[config.mk]
export PLATFORM = sky130hd
export DESIGN_NAME = pulse_rate_counter
export DESIGN_NICKNAME = d
export VERILOG_FILES = /design/src/rtl/pulse_rate_counter.sv
export SDC_FILE = /design/constraint.sdc
export NUM_CORES = 1
export LEC_CHECK = 0
export BUFFER_PORTS_ARGS = -buffer_cell sky130_fd_sc_hd__buf_2
export CELL_PAD_IN_SITES_DETAIL_PLACEMENT = 1
export CELL_PAD_IN_SITES_GLOBAL_PLACEMENT = 2
export CORE_ASPECT_RATIO = 0.6
export CORE_UTILIZATION = 38
export CTS_CLUSTER_DIAMETER = 200
export DETAILED_ROUTE_END_ITERATION = 8
export PLACE_DENSITY = 0.83
export REMOVE_ABC_BUFFERS = 1
export SLEW_MARGIN = 20
export SYNTH_ARGS = -nofsm -noshare
export SYNTH_HDL_FRONTEND = slang
export SYNTH_SLANG_ARGS = --single-unit
[constraint.sdc]
create_clock -name clk -period 8 [get_ports clk]
set_input_delay 0.4 -clock clk [delete_from_list [all_inputs] [get_ports clk]]
set_output_delay 0.4 -clock clk [all_outputs]
set_load 0.05 [all_outputs]
[src/rtl/pulse_rate_counter.sv]
// Gated pulse-rate counter: counts synchronized pulse_in rising edges over a
// 2^(10+2*gate_sel) cycle window. Define GLITCH_FILTER_EN to reject 1-cycle pulses.
module pulse_rate_counter #(
    parameter int CNT_W = 16
) (
    input  logic             clk,
    input  logic             rst,
    input  logic             en,
    input  logic             pulse_in,
    input  logic [2:0]       gate_sel,
    output logic [CNT_W-1:0] rate,
    output logic             rate_valid,
    output logic             overflow,
    output logic             active
);

    typedef enum logic [0:0] {
        IDLE  = 1'b0,
        COUNT = 1'b1
    } state_t;

    localparam int TMR_W = 25;
    localparam logic [CNT_W-1:0] CNT_MAX = {CNT_W{1'b1}};
    localparam logic [TMR_W-1:0] TMR_ONE = {{(TMR_W-1){1'b0}}, 1'b1};

    function automatic logic [TMR_W-1:0] window_len(input logic [2:0] sel);
        window_len = TMR_ONE << (5'd10 + {1'b0, sel, 1'b0});
    endfunction

    logic sync1_q, sync1_d;
    logic sync2_q, sync2_d;
    logic prev_q, prev_d;
    logic edge_q, edge_d;
`ifdef GLITCH_FILTER_EN
    logic prev2_q, prev2_d;
`endif

    state_t           state_q, state_d;
    logic [TMR_W-1:0] timer_q, timer_d;
    logic [CNT_W-1:0] counter_q, counter_d;
    logic [CNT_W-1:0] rate_q, rate_d;
    logic             rate_valid_q, rate_valid_d;
    logic             overflow_q, overflow_d;
    logic [CNT_W-1:0] count_now;

    // Synchronizer and edge-detect pipeline
    always_comb begin
        sync1_d = pulse_in;
        sync2_d = sync1_q;
        prev_d  = sync2_q;
`ifdef GLITCH_FILTER_EN
        prev2_d = prev_q;
        edge_d  = sync2_q & prev_q & ~prev2_q;
`else
        edge_d  = sync2_q & ~prev_q;
`endif
    end

    // Window FSM, saturating counter and result capture
    always_comb begin
        state_d      = state_q;
        timer_d      = timer_q;
        counter_d    = counter_q;
        rate_d       = rate_q;
        rate_valid_d = 1'b0;
        overflow_d   = overflow_q;
        if (edge_q && (counter_q != CNT_MAX)) begin
            count_now = counter_q + {{(CNT_W-1){1'b0}}, 1'b1};
        end else begin
            count_now = counter_q;
        end

        case (state_q)
            IDLE: begin
                if (en) begin
                    state_d   = COUNT;
                    timer_d   = window_len(gate_sel);
                    counter_d = {CNT_W{1'b0}};
                end else begin
                    state_d = IDLE;
                end
            end
            COUNT: begin
                if (!en) begin
                    state_d = IDLE;
                end else if (timer_q == TMR_ONE) begin
                    // Final cycle: publish and restart with no dead cycle
                    rate_d       = count_now;
                    rate_valid_d = 1'b1;
                    overflow_d   = (count_now == CNT_MAX);
                    timer_d      = window_len(gate_sel);
                    counter_d    = {CNT_W{1'b0}};
                end else begin
                    timer_d   = timer_q - TMR_ONE;
                    counter_d = count_now;
                end
            end
            default: begin
                state_d = IDLE;
            end
        endcase
    end

    // State registers with synchronous reset
    always_ff @(posedge clk) begin
        if (rst) begin
            sync1_q      <= 1'b0;
            sync2_q      <= 1'b0;
            prev_q       <= 1'b0;
            edge_q       <= 1'b0;
`ifdef GLITCH_FILTER_EN
            prev2_q      <= 1'b0;
`endif
            state_q      <= IDLE;
            timer_q      <= {TMR_W{1'b0}};
            counter_q    <= {CNT_W{1'b0}};
            rate_q       <= {CNT_W{1'b0}};
            rate_valid_q <= 1'b0;
            overflow_q   <= 1'b0;
        end else begin
            sync1_q      <= sync1_d;
            sync2_q      <= sync2_d;
            prev_q       <= prev_d;
            edge_q       <= edge_d;
`ifdef GLITCH_FILTER_EN
            prev2_q      <= prev2_d;
`endif
            state_q      <= state_d;
            timer_q      <= timer_d;
            counter_q    <= counter_d;
            rate_q       <= rate_d;
            rate_valid_q <= rate_valid_d;
            overflow_q   <= overflow_d;
        end
    end

    assign rate       = rate_q;
    assign rate_valid = rate_valid_q;
    assign overflow   = overflow_q;
    assign active     = (state_q == COUNT);

endmodule

==> impl_metrics.py, run 1 <==
metrics = {
    "status": {
        "status": "finished, final reports clean",
    },
    "die": {
        "fp.dieArea_sq_um": 8840,
        "start_util_pct": 40.0,
        "die_h_um": 73.2,
        "die_x_um": 121,
        "core-area_sq_um": 8040,
        "std_cell_rows": 25,
        "io_pins": 26,
    },
    "clocking": {
        "htree_levels": 3,
        "cts_buffers": 9,
        "root_buffer": "clkbuf_16",
        "cts.reportedPaths.clkPinSlew_ps": 50,
        "cts_setup_buffers": 0,
        "cts_tree": "done",
        "clk_path_buf_depth": 2,
        "clk_latency_ps": 340,
        "cts_resized": 0,
        "ctsHoldBuffers": 0,
        "numClockSinks": 64,
    },
    "placement": {
        "place.gp.congestion": 0.865,
        "detailed_place_hpwl_um": 6440,
        "portBuffers": 25,
        "dp_worst_setup_slack_ps": 4900,
    },
    "timing": {
        "finalClockSkew_ps": 5.95,
        "finalCritPeriodShare_pct": 37.6,
        "rsz0062_at_grt": "no",
        "min_period_ps": 3010,
        "hold_viol_final": 0,
        "max_freq_mhz": 332,
        "fin_ws_ps": 4990,
        "tns_ps": 0,
        "finalSetupViolCount": 0,
        "tightest_slew_ps": 715,
        "drv_slew": 0,
        "relSlewSlack_pct": 52.3,
    },
    "setup_path": {
        "worst-path-max-fanout": 16,
        "startpoint_type": "register",
        "crit_cells": 7,
        "cp.required_ps": 8270,
        "crit_buf_inv": 0,
        "max_stage_delay_ps": 730,
        "cpMaxStageDelayCell": "o41a_1",
        "r2r_cells": 7,
        "path_cells": "or4_4, or3_1, o41a_1, or4_1, o21ai_1, a22oi_1, nor2_1",
        "arrival_ps": 3280,
        "path_class": "reg2reg",
        "end_kind": "register",
        "critPathTopFamily": "simple AND/OR/NAND/NOR gates",
    },
    "logic_synthesis": {
        "synth_edf_count": 0,
        "synth_seq_cells": 64,
        "synth_ff_type": "dfxtp_1",
        "ys_warn_count": 0,
        "ys_seq_area_share_pct": 39.9,
        "synth_area_sq_um": 3210,
        "avgSynthCellArea_sq_um": 7.99,
        "synthCells": 402,
        "synthDominantCellAreaShare_pct": 39.9,
        "yosysTopAreaCell": "dfxtp_1",
        "synthArstFlopShare_pct": 0,
        "synthDistinctLibCells": 50,
        "yosys-top-cells-area": "dfxtp_1 (40%), nor2_1 (7.8%), xnor2_1 (5.2%), a21oi_1 (4.4%), nand2_1 (3.9%)",
    },
    "hold_path": {
        "hold_depth": 2,
        "hp-class": "in2reg",
    },
    "cells_and_area": {
        "nNetsFinal": 424,
        "drive_gt1_share_pct": 12.0,
        "diodes": 0,
        "syn2layout_area_growth_pct": 14.5,
        "final_cell_mix": "nor2_1 (67), dfxtp_1 (64), nand2_1 (33), a21oi_1 (28), buf_2 (25)",
        "multi_input_area_sq_um": 1810,
        "mostFrequentLayoutCell": "nor2_1",
        "nFillCells": 1004,
        "largest_reg_flops": 25,
        "largest-register": "timer_q",
        "final-seq-area_sq_um": 1280,
    },
    "grt": {
        "grt_usage_pct": 22.4,
        "grt_max_degree": 48,
        "grt_pass1_wl_um": 14700,
        "grt_overflow": 0,
        "grt_pass1_vias": 2758,
        "grt_antenna_before_repair": 0,
    },
    "drt": {
        "wl_um": 9200,
        "dr.pass1.iters": 4,
        "routed-wl-met2_um": 3580,
        "top_layer": "met4",
        "met1_length_um": 5100,
        "wl_met3_um": 404,
        "first_iter_violations": 150,
        "ant_nets": 0,
        "drc": 0,
        "routedWlPerCell_um": 17.5,
        "vias": 2941,
        "vias_per_cell": 5.59,
    },
    "power_and_ir_drop": {
        "ir_worst_vdd_mv": 0.101,
        "power.leakage_nw": 1.34,
        "p_per_area_nw_per_um2": 230,
    },
    "flow_run": {
        "drv_cap": 0,
    },
}
[metal layers]
| metal | global-route usage [%] | vias to the layer above |
|---|---|---|
| met2 | 31.3 | 67 |
| met3 | 6.02 | 10 |
| met5 | 0 | - |
| met4 | 7.41 | 0 |
| li1 | - | 1440 |
| met1 | 32.8 | 1424 |
[path summary, 6_finish.rpt]
check | slack, ps | startpoint | end
worst min-delay path | 270 | pulse_in | sync1_q$_SDFF_PP0_
worst max register to register | 4990 | timer_q[18]$_SDFFE_PP0P_ | timer_q[18]$_SDFFE_PP0P_
worst min register to register | 380 | prev_q$_SDFF_PP0_ | edge_q$_SDFF_PP0_
worst max-delay path | 4990 | timer_q[18]$_SDFFE_PP0P_ | timer_q[18]$_SDFFE_PP0P_
[worst reg2reg max path: cells and delay by family (launching register included)]
kind               cells  cell delay, ps
AOI/OAI and AO/OA      3             930
DFF                    1             350
and+or+nand+nor        4            1680
[power breakdown]
group	total (mW)	leakage, nW	internal, mW	switching, mW
sequential	0.345	0.519	0.331	0.0141
clock	0.388	0.145	0.246	0.142
combinational	0.114	0.680	0.0417	0.0726
total	0.847	1.34	0.619	0.228
[through the flow]
| stage | power, mW | instance area, sq um | hold WS, ps | utilization, % | cells |
|---|---|---|---|---|---|
| after floorplan | 0.429 | 3100 | 367 | - | 375 |
| after global placement | 0.462 | 3390 | 372 | 42.2 | 511 |
| after detailed placement | 0.465 | 3390 | 379 | 42.2 | 511 |
| after CTS | 0.857 | 3680 | 264 | 45.8 | 526 |
| after global routing | 0.883 | 3680 | 270 | 45.8 | 526 |
| final | 0.847 | 3680 | 275 | 45.8 | 526 |
[synth_stat cells, drive strengths merged, types with 7 or more instances]
master	number
nor3	14
a21oi	28
dfxtp	64
or4	8
nor2	67
nand4	9
nor4	10
a211oi	7
xor2	10
clkbuf	18
xnor2	19
buf	9
nand3	17
nand2	33
mux2i	11
o21ai	16
[layout make-up]
class / instances / share of cell area [%]
multi-input cells: 305 / 49.1
well taps: 108 / 3.67
clock inverters: 4 / 1.22
flip-flops and latches: 64 / 34.8
repair buffers: 28 / 4.01
clock buffers: 11 / 6.60
inverters: 6 / 0.612
[cells by family after synthesis]
family	after synthesis	synth area share, %
AO/OA/AOI/OAI	71	13.9
multiplexers	12	3.78
AND/OR/NAND/NOR	190	29.3
buffers and inverters	33	4.13
adder cells (fa/ha/maj)	3	1.17
flip-flops	64	39.9
XOR/XNOR	29	7.90
Power figures use the tool's default switching activity.
==> run 2, diff against run 1 <==
Settings changed: CORE_UTILIZATION 38 to 32, PLACE_DENSITY 0.83 to 0.74.
Clock period 8 ns to 2.6 ns, I/O delays scaled along.
==> run 2 against run 1 <==
Sequential power grew to 3.1 times the previous value. Clock-buffer cell count is 1 lower. Largest power group unchanged. Utilization decreased by 2.0 points. Sequential share of layout area decreased by 3.9 points.
==> impl_metrics.py, run 2 (same netlist as run 1, synthesis figures left out) <==
metrics = {
    "grt": {
        "grt_overflow": 0,
        "grt_usage_pct": 21.2,
        "grt_pass1_vias": 3072,
        "grt_pass1_wl_um": 16900,
        "grt_max_degree": 29,
        "grt_antenna_before_repair": 0,
    },
    "drt": {
        "first_iter_violations": 185,
        "wl_um": 10300,
        "vias": 3125,
        "drc": 0,
        "dr.pass1.iters": 4,
        "vias_per_cell": 5.25,
        "ant_nets": 0,
        "routedWlPerCell_um": 17.3,
    },
    "cells_and_area": {
        "drive_gt1_share_pct": 22.6,
        "nNetsFinal": 470,
        "mostFrequentLayoutCell": "nor2_1",
        "diodes": 0,
        "largest_reg_flops": 25,
        "nFillCells": 1149,
        "final_cell_mix": "nor2_1 (67), dfxtp_1 (64), buf_4 (46), nand2_1 (32), a21oi_1 (28)",
        "fin_util_pct": 43.8,
        "final_cell_area_sq_um": 4140,
        "syn2layout_area_growth_pct": 28.9,
        "largest-register": "timer_q",
    },
    "timing": {
        "max_freq_mhz": 396,
        "tightest_slew_ps": 400,
        "relSlewSlack_pct": 73.3,
        "finalClockSkew_ps": 4.67,
        "drv_slew": 0,
        "min_period_ps": 2530,
        "rsz0062_at_grt": "no",
        "finalSetupViolCount": 0,
        "hold_viol_final": 0,
        "finalCritPeriodShare_pct": 97.2,
    },
    "power_and_ir_drop": {
        "p_comb_share_pct": 16.7,
        "ir_worst_vdd_mv": 0.307,
        "power_switching_mw": 0.752,
        "p_sw_share_pct": 27.8,
        "total_power_mw": 2.71,
        "intPower_mw": 1.95,
        "pwr-share-seq_pct": 39.3,
        "pwr-share-clk_pct": 44.0,
        "power.leakage_nw": 1.59,
        "p_per_area_nw_per_um2": 653,
    },
    "clocking": {
        "htree_levels": 3,
        "numClockSinks": 64,
        "clk_path_buf_depth": 2,
        "cts.reportedPaths.clkPinSlew_ps": 50,
        "cts_tree": "done",
        "root_buffer": "clkbuf_16",
        "cts_buffers": 9,
        "clk_latency_ps": 330,
    },
    "die": {
        "die_x_um": 131,
        "std_cell_rows": 27,
        "die_h_um": 79.6,
        "fp.dieArea_sq_um": 10500,
        "start_util_pct": 34.0,
        "io_pins": 26,
        "core-area_sq_um": 9460,
    },
    "setup_path": {
        "r2r_start": "timer_q[18]$_SDFFE_PP0P_",
        "end_kind": "register",
        "ff2ff_setup_slack_ps": 70,
        "path_class": "reg2reg",
        "worst-path-max-fanout": 4,
        "cp.required_ps": 2870,
        "timing.rr.end": "overflow$_SDFFE_PP0P_",
        "startpoint_type": "register",
        "r2r_cells": 7,
        "arrival_ps": 2790,
    },
    "placement": {
        "placed_cell_area_sq_um": 3780,
        "portBuffers": 25,
        "detailed_place_hpwl_um": 7600,
        "place.gp.congestion": 0.935,
    },
    "hold_path": {
        "hold_path_end": "timer_q[14]$_SDFFE_PP0P_",
        "hold_path.startpoint": "gate_sel[1]",
        "hold_depth": 3,
        "hp-class": "in2reg",
    },
    "flow_run": {
        "drv_cap": 0,
    },
    "status": {
        "status": "finished, final reports clean",
    },
}
## run 2: cell types whose count changed in the layout (fill, tap and decap cells not counted), moves of 2 or more
cell,previous run,this run
nor4_4,0,2
buf_4,3,46
nor4_1,9,7
nor3_2,0,3
nor3_1,13,10
buf_12,0,2
clkinvlp_4,0,2
## run 2: critical path, cell delays in order (launching register included)
cell	delay, ps
dfxtp_1	310
or4_4	530
or3_4	390
nor4_4	340
and3_1	280
nand4_1	110
or4_1	420
o21ai_1	90
## run 2: cell type report
| type | count | area [sq um] | area share, % |
|---|---|---|---|
| Multi-Input combinational cell | 305 | 1870 | 45.0 |
| Timing Repair Buffer | 74 | 520 | 12.6 |
| Tap cell | 130 | 163 | 3.93 |
| Clock buffer | 10 | 229 | 5.53 |
| Inverter | 6 | 22.5 | 0.544 |
| Sequential cell | 64 | 1280 | 30.9 |
| Clock inverter | 6 | 60.1 | 1.45 |
## run 2: power by group through the flow
stage          logic (mW)  registers, mW  clock network (mW)
2_1_floorplan       0.241           1.08                   0
3_3_place_gp        0.417           1.08                   0
3_5_place_dp        0.426           1.08                   0
4_1_cts             0.442           1.06                1.22
5_1_grt             0.501           1.07                1.26
6_report            0.452           1.06                1.19
## run 2: metal layers
layer / routed length [um] / GRT usage (%)
met2: 4010 / 28.9
met3: 666 / 4.19
met4: 82 / 6.74
met1: 5540 / 32.3
met5: 0 / 0
## run 2: worst max-delay path by stage
stage                             startpoint                     to  depth (start not counted)
detailed placement  timer_q[18]$_SDFFE_PP0P_  overflow$_SDFFE_PP0P_                          7
CTS                 timer_q[18]$_SDFFE_PP0P_  overflow$_SDFFE_PP0P_                          7
finish              timer_q[18]$_SDFFE_PP0P_  overflow$_SDFFE_PP0P_                          7
floorplan            timer_q[4]$_SDFFE_PP0P_   rate[8]$_SDFFE_PP0P_                          6
global route        timer_q[18]$_SDFFE_PP0P_  overflow$_SDFFE_PP0P_                          7
global placement    timer_q[18]$_SDFFE_PP0P_  overflow$_SDFFE_PP0P_                          7
## run 2: per-stage QoR
stage          setup TNS, ps  setup slack, ps  instances  hold slack, ps
3_5_place_dp           -91.0            -91.0        578             348
2_1_floorplan          -5390             -298        375             199
4_1_cts                    0             12.5        595             142
5_1_grt                    0             4.87        595             171
6_report                   0             73.4        595             155
3_3_place_gp            -108             -108        578             347
## run 2: timing repair
action | CTS | global route
resized for setup | 2 | 9
buffers inserted | 0 | 0
pin swaps | 0 | 0
endpoints found under the hold margin | 1 | 0
cloned | 0 | 0
setup endpoints to repair | 1 | 30
hold buffers | 1 | 0
